[config.mk]
export PLATFORM = sky130hd
export DESIGN_NAME = seq_detect_ctrl
export DESIGN_NICKNAME = d
export VERILOG_FILES = /design/src/rtl/seq_det_pkg.sv /design/src/rtl/prog_pattern_matcher.sv /design/src/rtl/seq_detect_ctrl.sv
export SDC_FILE = /design/constraint.sdc
export NUM_CORES = 1
export LEC_CHECK = 0
export ABC_AREA = 1
export BUFFER_PORTS_ARGS = -buffer_cell sky130_fd_sc_hd__buf_2
export CAP_MARGIN = 20
export CORE_MARGIN = 4
export CORE_UTILIZATION = 40
export CTS_CLUSTER_DIAMETER = 40
export DETAILED_ROUTE_END_ITERATION = 10
export GPL_ROUTABILITY_DRIVEN = 0
export MAX_ROUTING_LAYER = met4
export PLACE_DENSITY = 0.6
export SKIP_CTS_REPAIR_TIMING = 1
export SYNTH_ARGS = -nofsm -noshare
export SYNTH_HDL_FRONTEND = slang
export SYNTH_SLANG_ARGS = --single-unit
[constraint.sdc]
create_clock -name clk -period 2.6 [get_ports clk]
set_input_delay 0.13 -clock clk [delete_from_list [all_inputs] [get_ports clk]]
set_output_delay 0.13 -clock clk [all_outputs]
set_load 0.02 [all_outputs]
[src/rtl/seq_det_pkg.sv]
// Shared types and default widths for the serial pattern detector.
package seq_det_pkg;

    localparam int MAX_LEN_DFLT   = 8;
    localparam int CNT_W_DFLT     = 16;
    localparam int TIMEOUT_W_DFLT = 16;

    typedef enum logic [1:0] {
        IDLE    = 2'd0,
        ARMED   = 2'd1,
        TIMEOUT = 2'd2
    } ctrl_state_t;

endpackage

[src/rtl/prog_pattern_matcher.sv]
// Shift history, fill counter and length-masked compare.
module prog_pattern_matcher
    import seq_det_pkg::*;
#(
    parameter int MAX_LEN = MAX_LEN_DFLT,
    localparam int LEN_W  = $clog2(MAX_LEN + 1)
) (
    input  logic               clk,
    input  logic               rst,
    input  logic               clr,
    input  logic               shift_en,
    input  logic               in,
    input  logic [MAX_LEN-1:0] pattern,
    input  logic [LEN_W-1:0]   len,
    input  logic               overlap,
    output logic               match
);

    logic [MAX_LEN-1:0] r_hist;
    logic [LEN_W-1:0]   r_fill;
    logic [MAX_LEN-1:0] w_hist_next;
    logic [MAX_LEN-1:0] w_mask;
    logic [LEN_W-1:0]   w_fill_next;

    always_comb begin
        w_hist_next = {r_hist[MAX_LEN-2:0], in};
        w_fill_next = (r_fill == LEN_W'(MAX_LEN)) ? r_fill
                                                  : r_fill + LEN_W'(1);
        for (int i = 0; i < MAX_LEN; i++) begin
            w_mask[i] = (LEN_W'(i) < len);
        end
    end

    assign match = shift_en
                && (w_fill_next >= len)
                && (((w_hist_next ^ pattern) & w_mask) == '0);

    // Without overlap the history stays but must be refilled before the next hit.
    always_ff @(posedge clk or negedge rst) begin
        if (!rst) begin
            r_hist <= '0;
            r_fill <= '0;
        end else if (clr) begin
            r_hist <= '0;
            r_fill <= '0;
        end else if (shift_en) begin
            r_hist <= w_hist_next;
            r_fill <= (match && !overlap) ? '0 : w_fill_next;
        end
    end

endmodule

[src/rtl/seq_detect_ctrl.sv]
// Config, arming FSM, timeout supervision and hit counting
// around a programmable serial pattern matcher.
module seq_detect_ctrl
    import seq_det_pkg::*;
#(
    parameter int MAX_LEN   = MAX_LEN_DFLT,
    parameter int CNT_W     = CNT_W_DFLT,
    parameter int TIMEOUT_W = TIMEOUT_W_DFLT
) (
    input  logic                         clk,
    input  logic                         rst,
    input  logic                         cfg_valid,
    output logic                         cfg_ready,
    input  logic [MAX_LEN-1:0]           cfg_pattern,
    input  logic [$clog2(MAX_LEN+1)-1:0] cfg_len,
    input  logic                         cfg_overlap,
    input  logic [TIMEOUT_W-1:0]         cfg_timeout,
    input  logic                         arm,
    input  logic                         disarm,
    input  logic                         in_valid,
    input  logic                         in,
    output logic                         detected,
    output logic [CNT_W-1:0]             hit_count,
    output logic                         timeout_flag,
    output logic                         busy
);

    localparam int LEN_W = $clog2(MAX_LEN + 1);

    ctrl_state_t          r_state;
    ctrl_state_t          w_state_next;
    logic [MAX_LEN-1:0]   r_pattern;
    logic [LEN_W-1:0]     r_len;
    logic                 r_overlap;
    logic [TIMEOUT_W-1:0] r_timeout;
    logic [TIMEOUT_W-1:0] r_timer;
    logic [TIMEOUT_W-1:0] w_timer_inc;
    logic [CNT_W-1:0]     r_hit;
    logic                 r_detected;
    logic                 w_arm_go;
    logic                 w_clr;
    logic                 w_shift_en;
    logic                 w_match;

    // Arm/disarm in the same cycle pre-empt any sampling of the serial bit.
    assign w_shift_en  = (r_state == ARMED) && in_valid && !arm && !disarm;
    assign w_timer_inc = (&r_timer) ? r_timer : r_timer + TIMEOUT_W'(1);

    always_comb begin
        w_state_next = r_state;
        w_arm_go     = 1'b0;
        w_clr        = 1'b0;
        unique case (r_state)
            IDLE: begin
                if (arm && !disarm && r_len != '0) begin
                    w_state_next = ARMED;
                    w_arm_go     = 1'b1;
                    w_clr        = 1'b1;
                end
            end
            ARMED: begin
                if (disarm) begin
                    w_state_next = IDLE;
                    w_clr        = 1'b1;
                end else if (arm) begin
                    w_arm_go = 1'b1;
                    w_clr    = 1'b1;
                end else if (r_timeout != '0 && !w_match
                             && w_timer_inc >= r_timeout) begin
                    w_state_next = TIMEOUT;
                end
            end
            TIMEOUT: begin
                if (disarm) begin
                    w_state_next = IDLE;
                    w_clr        = 1'b1;
                end else if (arm) begin
                    w_state_next = ARMED;
                    w_arm_go     = 1'b1;
                    w_clr        = 1'b1;
                end
            end
            default: w_state_next = IDLE;
        endcase
    end

    always_ff @(posedge clk or negedge rst) begin
        if (!rst) begin
            r_state <= IDLE;
        end else begin
            r_state <= w_state_next;
        end
    end

    always_ff @(posedge clk or negedge rst) begin
        if (!rst) begin
            r_pattern <= '0;
            r_len     <= '0;
            r_overlap <= 1'b0;
            r_timeout <= '0;
        end else if (cfg_valid && cfg_ready) begin
            r_pattern <= cfg_pattern;
            r_len     <= cfg_len;
            r_overlap <= cfg_overlap;
            r_timeout <= cfg_timeout;
        end
    end

    always_ff @(posedge clk or negedge rst) begin
        if (!rst) begin
            r_timer    <= '0;
            r_hit      <= '0;
            r_detected <= 1'b0;
        end else begin
            r_detected <= w_match;
            if (w_clr) begin
                r_timer <= '0;
            end else if (r_state == ARMED) begin
                r_timer <= w_match ? '0 : w_timer_inc;
            end
            if (w_arm_go) begin
                r_hit <= '0;
            end else if (w_match && !(&r_hit)) begin
                r_hit <= r_hit + CNT_W'(1);
            end
        end
    end

    prog_pattern_matcher #(
        .MAX_LEN (MAX_LEN)
    ) u_matcher (
        .clk      (clk),
        .rst      (rst),
        .clr      (w_clr),
        .shift_en (w_shift_en),
        .in       (in),
        .pattern  (r_pattern),
        .len      (r_len),
        .overlap  (r_overlap),
        .match    (w_match)
    );

    assign cfg_ready    = (r_state == IDLE);
    assign busy         = (r_state == ARMED);
    assign timeout_flag = (r_state == TIMEOUT);
    assign detected     = r_detected;
    assign hit_count    = r_hit;

endmodule

==> metrics.md, run 1 <==
| Metric | Value |
|---|---|
| Outcome | `finished, violations left` |
| Failing checks | `setup timing` |
| Part of the power in registers | `about 35%` |
| CP cell instances | `ha_2 -> nand3_4 -> nor3_4 -> nand2_2 -> nor2_4 -> nand2_2 -> buf_4 -> nand2_1 -> xor2_2 -> ha_1 -> nand4_1 -> nor3_2 -> nand2_1 -> nand2_1 -> nand3_2 -> nand2_2 -> nand2_2 -> nand2_1 -> nand2_1` |
| Synthesis warning total | `0` |
| Total GRT Usage | `17.8%` |
| Final hold viol count | `0` |
| Share of layout cells above drive strength 1 | `between 20% and 30%` |
| Worst slew margin | `between 40% and 50%` |
| Mapped Area | `4680 µm²` |
| Synth Instances | `584` |
| Synth area leader | `dfrtp_1` |
| Syn Area/Cell | `8.02 µm²` |
| DP HPWL | `between 7 and 8 mm` |
| TritonCTS sink count | `between 70 and 80` |
| CTS Buf Count | `9` |
| Hold WC Path Type | `input port to flop` |
| Startpoint types | `flop` |
| I/O pins | `56` |
| Reg-to-reg setup timing slack | `-70 ps` |
| RSZ-0062 raised after global routing | `true` |
| CTS root buf | `clkbuf_16` |
| Final Skew | `5.92 ps` |
| Die Y-Extent | `116 µm` |
| Slew @ Worst Pin | `888 ps` |
| Routed WL | `10.9 mm` |
| CP most frequent cell | `nand2_1` |
| GRT overflow | `0` |
| CP delay by family, top | `simple AND/OR/NAND/NOR gates` |
| Worst-path clk slew | `60 ps` |
| Initial antenna violation count | `0` |
| DRT iter0 DRCs | `198` |
| Post-synth EDFFs | `0` |
| Leak Pwr | `between 2 and 3 nW` |
| Period utilisation layout | `103%` |
| Final routed DRC violation total | `0` |
| CTS tree | `done` |
| Async SR Flop Fraction | `between 90% and 100%` |
| FF-to-FF End | `r_state[0]` |
| H-tree levels | `3` |
| Drt wl/cell | `13.6 µm` |
| Setup TNS | `-140 ps` |
| Number of fill cells | `1,131` |
| Crit path time final | `between 2000 and 3000 ps` |
| First-pass GRT wire length | `18.4 mm` |
| Via density | `about 5.0` |
| Worst EP required | `approximately 2800 ps` |
| Die area | `roughly 14,000 µm²` |
| CP peak stage delay | `360 ps` |
| Post-route ant nets | `0` |
| Max Root-Sink Buffers | `2` |
| CP Capture Type | `flop` |
| Synth Flop Type | `dfrtp_1` |
| Max IR drop VDD | `671 µV` |
| Worst skew pair latency | `330 ps` |
| Largest net degree at the start of global routing | `76` |
| Hold Path Sink | `r_pattern[6]` |
| 1st-pass router iterations | `4` |
| Worst Hold Path Cells | `2` |
| Synth top area share | `40.1%` |
| IO buf count | `between 50 and 60` |
| FP Rows | `39` |
| Final setup fails | `2` |
| Pre-CTS WS | `-5.08 ps` |
| Max cap viols | `0` |
| Max Clk Rate | `between 300 and 400 MHz` |
| Pint | `2.83 mW` |
| Worst-case reg-to-reg path depth | `19` |
| Area grow syn2layout | `18.4%` |
| Cell variety after synth | `39` |
| Layout Nets | `713` |
| Final Util | `48.6%` |
| CP Data Arrival Time | `2900 ps` |
| Net switching power | `roughly 1.9 mW` |
| Diodes inserted | `0` |
| Critical Path Slowest Stage Cell | `dfrtp_1` |
| Crit path max fanout | `5` |
| Sw Share | `40.2%` |
| Core box area | `between 10,000 and 15,000 µm²` |
| Commonest non-fill, non-tap cell in the layout | `nand2_1` |
| PD cells | `852 nW/µm²` |
| Post-synthesis sequential area ratio | `40.1%` |
| Chip Width | `116 µm` |
| Most frequent cells in the layout | `118 x nand2_1, 75 x dfrtp_1, 69 x inv_1` |
| Max Slew Vio Count | `0` |
| Initial Util | `41.0%` |
| Min-delay src | `cfg_pattern[6]` |
| DR vias | `roughly 4,000` |
| Yosys reg bits | `between 70 and 80` |
| Synth area leaders | `dfrtp_1 40%, nand2_1 9.8%, ha_1 7.5%, inv_1 5.7%, nor2_1 4.8%` |
| Clock power frac | `roughly a quarter` |
| Worst hold slack | `24.1 ps` |
| Logic pwr share | `39.0%` |
| Number of buffers and inverters on the critical path | `1` |
| Vias in the first global route | `~4,000` |
| Setup ws final | `-72.1 ps` |
| Syn_nets | `648` |
| CP Class | `flop to flop` |
| FF-to-FF Start | `r_timer[1]` |
## through the flow
step | std cells | power (mW) | cell area (µm²)
2_1_floorplan | 584 | 3.01 | 4680
3_5_place_dp | 778 | 3.50 | 5130
3_3_place_gp | 778 | 3.44 | 5130
6_report | 796 | 4.72 | 5550
5_1_grt | 796 | 5.11 | 5550
4_1_cts | 793 | 4.74 | 5410
## worst max path at each step
stage | from | endpoint | slack (ps) | cells past startpoint
after CTS | r_timer[0] | r_state[0] | -40 | 23
final | r_timer[1] | r_state[0] | -70 | 19
after global routing | r_timer[1] | r_state[0] | -300 | 19
after global placement | r_timer[0] | r_state[0] | 60 | 23
after floorplan | r_timer[0] | r_state[0] | 160 | 23
after detailed placement | r_timer[0] | r_state[1] | -5 | 23
## worst reg2reg max path, delay by kind of cell (launching register included)
kind / cells / cell delay (ps)
flops: 1 / 360
xor+xnor: 1 / 110
buf+inv: 1 / 170
simple gates: 15 / 1410
fa+ha+maj: 2 / 520
## power groups by stage
stage | Clock [mW] | Sequential, mW | Combinational (mW)
3_5_place_dp | 0 | 1.69 | 1.81
3_3_place_gp | 0 | 1.68 | 1.76
2_1_floorplan | 0 | 1.69 | 1.32
6_report | 1.21 | 1.67 | 1.84
5_1_grt | 1.30 | 1.71 | 2.11
4_1_cts | 1.25 | 1.67 | 1.82
## routing by layer
| metal | global-route usage (%) | vias to the layer above | wire length [µm] |
|---|---|---|---|
| met5 | - | - | 0 |
| met3 | 3.16 | 21 | 460 |
| li1 | - | 2013 | - |
| met1 | 22.9 | 1851 | 5140 |
| met4 | 7.81 | 0 | 272 |
| met2 | 27.5 | 84 | 4980 |
## Yosys cell counts (6+ instances only)
library cell / number
nand2_2: 9
o21ai_0: 9
o21ai_2: 7
nor3_1: 9
a21oi_1: 32
nand3_1: 39
mux2_2: 10
nor2_1: 60
o21ai_1: 13
clkbuf_1: 6
inv_1: 71
xnor2_1: 8
nand2_1: 122
inv_2: 11
dfrtp_1: 75
ha_1: 28
o22ai_1: 7
xor2_1: 24
nand4_1: 11
## registers in the layout, indices dropped and copies added, names as in the netlist, 2 cells and up
register	cells
hit_count	16
r_timeout	16
r_timer	16
r_pattern	8
u_matcher.r_hist	7
r_len	4
u_matcher.r_fill	4
r_state	2
## kinds of logic after synthesis
family	synth area share, %
compound gates	8.89
xor+xnor	6.33
fa+ha+maj	7.48
buf+inv	8.33
flops	40.1
mux	2.88
simple gates	26.0
## area by class of cell
class                      count  area, µm²  area share (%)
multi-input combinational    413       2500            45.0
sequential                    75       1880            33.8
timing repair buffer          67        398            7.18
inverter                      83        312            5.62
clock buffer                   9        225            4.06
tap                          143        179            3.23
clock inverter                 6       57.6            1.04
No activity file was read; power rests on OpenSTA's default activity.
==> run 2, diff against run 1 <==
SYNTH_HIERARCHICAL = 1   (was default)
==> run 2 against run 1 <==
The run ends with hold timing left; die area did not move; register-to-register slack improved by 200 ps; first-iteration DRC count shrank 1.5%; sequential share of layout area down 1.3 points; sequential power hardly changed; utilization rose by 2.0 points; wire length up 3.7%; critical path type unchanged; critical endpoint is now r_state[1]; largest power group unchanged.
==> metrics.md, run 2 <==
| Metric | Value |
|---|---|
| Worst hold slack | `-65.5 ps` |
| Critical Path Slowest Stage Cell | `o21ai_0` |
| Slew @ Worst Pin | `970 ps` |
| Post-synthesis mux area share | `3.13%` |
| Area grow syn2layout | `23.3%` |
| Final routed DRC violation total | `0` |
| DRT iter0 DRCs | `195` |
| Final Skew | `between 5 and 6 ps` |
| Synth area leader | `dfrtp_1` |
| Routed WL | `around 11 mm` |
| Max Slew Vio Count | `0` |
| Worst EP required | `approximately 2900 ps` |
| Share of layout cells above drive strength 1 | `25.8%` |
| Max Clk Rate | `404 MHz` |
| Total power | `5.22 mW` |
| Footprint of the multi-input gates | `~2500 µm²` |
| Worst-case reg-to-reg path depth | `17` |
| Post-Layout Cell Count | `~850` |
| CP delay by family, top | `simple AND/OR/NAND/NOR gates` |
| Worst slew margin | `35.3%` |
| Reg-to-reg setup timing slack | `120 ps` |
| Final hold viol count | `75` |
| Xor/xnor cell area share of the yosys netlist | `2.80%` |
| Initial Util | `between 40 and 50%` |
| Cell area after layout | `5770 µm²` |
| Crit path max fanout | `4` |
| FF-to-FF End | `r_state[1]` |
| Die Y-Extent | `116 µm` |
| Total GRT Usage | `18.1%` |
| Max Root-Sink Buffers | `2` |
| Dpl cells | `between 800 and 900` |
| Post-route ant nets | `0` |
| Pre-CTS WS | `between 9 and 10 ps` |
| Top cells by count, synth | `159 x nand2_1, 96 x inv_1, 75 x dfrtp_1` |
| Number of buffers and inverters on the critical path | `1` |
| Number of fill cells | `1,124` |
| Max IR drop VDD | `~790 µV` |
| Crit path time final | `2480 ps` |
| Layout Nets | `between 700 and 800` |
| Post-synthesis sequential area ratio | `40.1%` |
| Via density | `around 5.0` |
| Most frequent cell after synthesis | `nand2_1` |
| H-tree levels | `3` |
| CP most frequent cell | `nand2_1` |
| Final setup fails | `0` |
| CP Data Arrival Time | `2750 ps` |
| Yosys reg bits | `75` |
| Adder-cell share of the synthesized area | `7.48%` |
| Largest family of logic cells by synthesized area | `simple AND/OR/NAND/NOR gates` |
| Synth Flop Type | `dfrtp_1` |
| Placed cell areas | `approximately 5200 µm²` |
| CTS Buf Count | `9` |
| Synth Area in Simple Gates | `27.5%` |
| Vias in the first global route | `3,992` |
| IO buf count | `55` |
| Outcome | `finished, violations left` |
| Setup ws final | `123 ps` |
| Sw Share | `41.5%` |
| Synthesis warning total | `6` |
| Syn_nets | `683` |
| Part of the power in registers | `32.6%` |
| Worst skew pair latency | `roughly 330 ps` |
| Initial antenna violation count | `1` |
| Drt wl/cell | `13.2 µm` |
| Most frequent cells in the layout | `148 x nand2_1, 92 x inv_1, 73 x dfrtp_1` |
| Commonest non-fill, non-tap cell in the layout | `nand2_1` |
| Worst-path clk slew | `60 ps` |
| Leak Pwr | `3.00 nW` |
| CP Capture Type | `flop` |
| Post-synthesis compound-gate area fraction | `9.59%` |
| Period utilisation layout | `a little over nine tenths` |
| Largest net degree at the start of global routing | `76` |
| CP Class | `flop to flop` |
| Chip Width | `about 120 µm` |
| FP Rows | `39` |
| Pint | `3.06 mW` |
| Synth top area share | `40.1%` |
| 1st-pass router iterations | `4` |
| FF-to-FF Start | `r_timer[0]` |
| DP HPWL | `8.31 mm` |
| CP cell instances | `ha_2 -> nand3_2 -> nor2_4 -> nand2_2 -> inv_1 -> nor2_1 -> o21ai_0 -> ha_1 -> nand2_1 -> o21ai_0 -> a21oi_1 -> nand2_1 -> nand2_1 -> nand2_2 -> nand2_2 -> nand2_1 -> nand2_1` |
| CTS root buf | `clkbuf_16` |
| GRT overflow | `0` |
| Logic pwr share | `44.5%` |
| DR vias | `about 4,200` |
| Synth area leaders | `dfrtp_1 40%, nand2_1 13%, inv_1 7.7%, ha_1 7.5%, nor2_1 5.0%` |
| Clock power frac | `22.9%` |
| Post-synth EDFFs | `0` |
| Final Util | `50.6%` |
| Mapped Area | `approximately 4700 µm²` |
| PD cells | `904 nW/µm²` |
| Syn Area/Cell | `7.57 µm²` |
| Hold WC Path Type | `input port to asynchronous set/reset pin` |
| Cell variety after synth | `31` |
| I/O pins | `56` |
| First-pass GRT wire length | `between 15 and 20 mm` |
| Failing checks | `hold timing` |
| RSZ-0062 raised after global routing | `true` |
| Max cap viols | `0` |
| Core box area | `11,400 µm²` |
| Synth Instances | `619` |
| Net switching power | `2.17 mW` |
| Startpoint types | `flop` |
| Async SR Flop Fraction | `100%` |
| CP peak stage delay | `370 ps` |
| TritonCTS sink count | `75` |
| CTS tree | `done` |
| Die area | `13,500 µm²` |
| Sequential Area | `1880 µm²` |
run 2: changes by cell type in the layout (fill, tap and decap cells not counted), sizes merged, moves of 3 or more:
cell / delta
nand3: -17
nor3: +6
a21oi: +4
mux2: +3
inv: +23
xor2: -11
xnor2: -7
clkinv: -4
nand2: +34
buf: +20
nand4: +9
run 2: power groups by stage:
| stage | sequential, mW | clock [mW] | combinational [mW] |
|---|---|---|---|
| 2_1_floorplan | 1.67 | 0 | 1.62 |
| 3_3_place_gp | 1.70 | 0 | 2.14 |
| 3_5_place_dp | 1.72 | 0 | 2.19 |
| 4_1_cts | 1.70 | 1.22 | 2.20 |
| 5_1_grt | 1.74 | 1.28 | 2.66 |
| 6_report | 1.70 | 1.20 | 2.32 |
run 2: per-layer routing:
layer | wire, µm | up-vias | track usage, % | share of wire [%]
li1 | - | 2156 | - | -
met1 | 5150 | 1982 | 24.2 | 46
met2 | 5340 | 81 | 27.8 | 47
met3 | 599 | 12 | 3.58 | 5.3
met4 | 168 | 0 | 5.88 | 1.5
met5 | 0 | - | - | 0
run 2: worst max path at each step:
stage                              startpoint     endpoint  slack (ps)  depth (start not counted)
after floorplan           u_matcher/r_fill[0]  r_timer[10]         190                         19
after global placement             r_timer[0]   r_state[1]         110                         19
after detailed placement           r_timer[0]   r_state[0]          10                         21
after CTS                          r_timer[0]   r_state[0]         -20                         21
after global routing      u_matcher/r_fill[1]   r_state[0]        -100                         21
final                              r_timer[0]   r_state[1]         120                         17
run 2: layout make-up:
| class | count | area share [%] |
|---|---|---|
| multi-input cells | 430 | 43.4 |
| flip-flops and latches | 75 | 32.5 |
| repair buffers | 86 | 9.19 |
| inverters | 103 | 6.78 |
| clock buffers | 10 | 4.14 |
| well taps | 143 | 3.10 |
| clock inverters | 6 | 0.845 |
| diodes | 1 | 0.0433 |
run 2: cells by family after synthesis:
family                     count (synthesis)
buffers and inverters                    114
DFF                                       75
and+or+nand+nor                          297
adders and majority gates                 28
xor gates and xnor gates                  15
muxes                                     13
AOI/OAI and AO/OA                         77
run 2: stage by stage:
step | TNS [ps] | hold slack [ps]
2_1_floorplan | 0 | -166
3_3_place_gp | 0 | 357
3_5_place_dp | 0 | 354
4_1_cts | -37.9 | -11.7
5_1_grt | -648 | 15.7
6_report | 0 | -65.5
==> run 3, diff against run 2 <==
CELL_PAD_IN_SITES_DETAIL_PLACEMENT = 0   (was default)
CELL_PAD_IN_SITES_GLOBAL_PLACEMENT = 1   (was default)
CORE_UTILIZATION = 39   (was 40)
GPL_TIMING_DRIVEN = 0   (was default)
PLACE_DENSITY = 0.76   (was 0.6)
==> run 3 against run 2 <==
The run now ends clean; utilization is 0.21 points lower; critical path depth is 4 higher; final cell count stayed put; sequential share of layout area is 0.28 points lower; setup slack worse by 12 ps.
==> metrics.md, run 3 (synthesized netlist as in run 2, its figures left out) <==
| Metric | Value |
|---|---|
| H-tree levels | `3` |
| Final hold viol count | `0` |
| Final routed DRC violation total | `0` |
| CTS Buf Count | `9` |
| Number of fill cells | `~1,100` |
| CTS tree | `done` |
| IO buf count | `55` |
| Max cap viols | `0` |
| DRT iter0 DRCs | `244` |
| Hold WC Path Type | `input port to flop` |
| Post-route ant nets | `0` |
| Chip Width | `118 µm` |
| Worst EP required | `2830 ps` |
| DR vias | `4,237` |
| Die Y-Extent | `between 100 and 150 µm` |
| CTS root buf | `clkbuf_16` |
| Critical Path Slowest Stage Cell | `dfrtp_2` |
| Via density | `around 5` |
| Vias in the first global route | `4,175` |
| Diodes inserted | `0` |
| CP Capture Type | `flop` |
| DR top layer | `met4` |
| Startpoint types | `flop` |
| Period utilisation layout | `95.7%` |
| RSZ-0062 raised after global routing | `true` |
| FP Rows | `39` |
| CP Class | `flop to flop` |
| Total GRT Usage | `18.0%` |
| Core box area | `roughly 12,000 µm²` |
| Final Skew | `8.27 ps` |
| Worst slew margin | `61.5%` |
| Largest net degree at the start of global routing | `65` |
| Max IR drop VDD | `580 µV` |
| DP HPWL | `about 8.8 mm` |
| Cell area after layout | `5820 µm²` |
| Share of layout cells above drive strength 1 | `24.8%` |
| TritonCTS sink count | `75` |
| Layout Nets | `770` |
| Crit path max fanout | `4` |
| Die area | `around 14,000 µm²` |
| Final Util | `between 50 and 60%` |
| Initial antenna violation count | `0` |
| Routed WL | `11.8 mm` |
| Max Root-Sink Buffers | `2` |
| I/O pins | `56` |
| Initial Util | `roughly 41%` |
| CP delay by family, top | `simple AND/OR/NAND/NOR gates` |
| First-pass GRT wire length | `just under 20 mm` |
| Max Clk Rate | `402 MHz` |
| Outcome | `finished, final reports clean` |
| Final setup fails | `0` |
| Setup TNS | `0 ps` |
| PD cells | `between 900 and 1000 nW/µm²` |
| CP Data Arrival Time | `2710 ps` |
| CP cell instances | `inv_2 -> ha_4 -> nand2_2 -> nor2_2 -> xor2_1 -> ha_1 -> inv_1 -> nand2_1 -> nand2_1 -> nand2_2 -> nand2_2 -> a21oi_4 -> and3_4 -> inv_6 -> nand2_2 -> a21oi_2 -> nand2_1 -> nand2_2 -> nand2_2 -> nand2_1 -> nand2_1` |
| Met2 WL | `between 5 and 6 mm` |
| Slew @ Worst Pin | `573 ps` |
| Most frequent cells in the layout | `151 x nand2_1, 91 x inv_1, 73 x dfrtp_1` |
| Met3 WL | `378 µm` |
| Worst skew pair latency | `around 340 ps` |
| Worst-path clk slew | `roughly 60 ps` |
| Commonest non-fill, non-tap cell in the layout | `nand2_1` |
| M1 WL | `5.31 mm` |
| Leak Pwr | `about 3.0 nW` |
| Placed cell areas | `5170 µm²` |
| Drt wl/cell | `13.8 µm` |
| CP most frequent cell | `nand2_2` |
| Area grow syn2layout | `24.3%` |
| GRT overflow | `0` |
| Max Slew Vio Count | `0` |
| 1st-pass router iterations | `4` |
| CP peak stage delay | `430 ps` |
| Crit path time final | `2490 ps` |
| Number of buffers and inverters on the critical path | `3` |
## run 3: cell types whose count changed in the layout (fill, tap and decap cells not counted), sizes merged
cell,change
clkinv,+1
buf,-4
clkinvlp,-3
diode,-1
bufinv,+2
dlygate4sd3,+1
clkbuf,+4
## run 3: area by class of cell
type / instances / area (µm²) / area share, %
inverters: 103 / 392 / 6.72
clock buffers: 10 / 239 / 4.10
repair buffers: 76 / 462 / 7.93
well taps: 143 / 179 / 3.07
clock inverters: 6 / 95.1 / 1.63
plain buffers: 11 / 75.1 / 1.29
multi-input cells: 430 / 2500 / 43.0
flip-flops and latches: 75 / 1880 / 32.3
## run 3: worst paths after layout
path	startpoint	to	slack, ps	cells after the start
max	u_matcher/r_fill[0]	r_state[0]	110	21
min	cfg_pattern[1]	r_pattern[1]	20	2
max reg2reg	u_matcher/r_fill[0]	r_state[0]	110	21
min reg2reg	r_overlap	r_overlap	520	1
max in group asynchronous	rst	u_matcher/r_fill[0]	1830	3
min in group asynchronous	rst	r_timer[5]	190	2
## run 3: per-stage QoR
stage	hold WS, ps	power, mW	worst slack, ps	instances
3_3_place_gp	363	3.81	-284	817
2_1_floorplan	-166	3.29	194	619
3_5_place_dp	-2.46	3.89	-339	818
5_1_grt	4.98	5.97	-79.8	854
6_report	17.7	5.52	111	854
4_1_cts	-371	5.31	-340	834
## run 3: report_power, final
group | total, mW | internal (mW) | switching (mW) | leakage (nW)
clock network | 1.40 | 0.877 | 0.524 | 0.164
registers | 1.71 | 1.49 | 0.220 | 0.958
logic | 2.41 | 0.911 | 1.50 | 1.88
total | 5.52 | 3.28 | 2.24 | 3.00
## run 3: worst register-to-register path: cells and delay by family (launching register included)
family	cells	cell delay, ps
simple gates	13	1030
fa+ha+maj	2	380
flops	1	430
compound gates	2	150
buf+inv	3	200
xor+xnor	1	200
## run 3: per-layer routing
layer,track usage (%),vias to the layer above
met5,-,-
met4,6.15,0
met3,3.36,9
met2,30.1,76
met1,21.9,1997
li1,-,2155
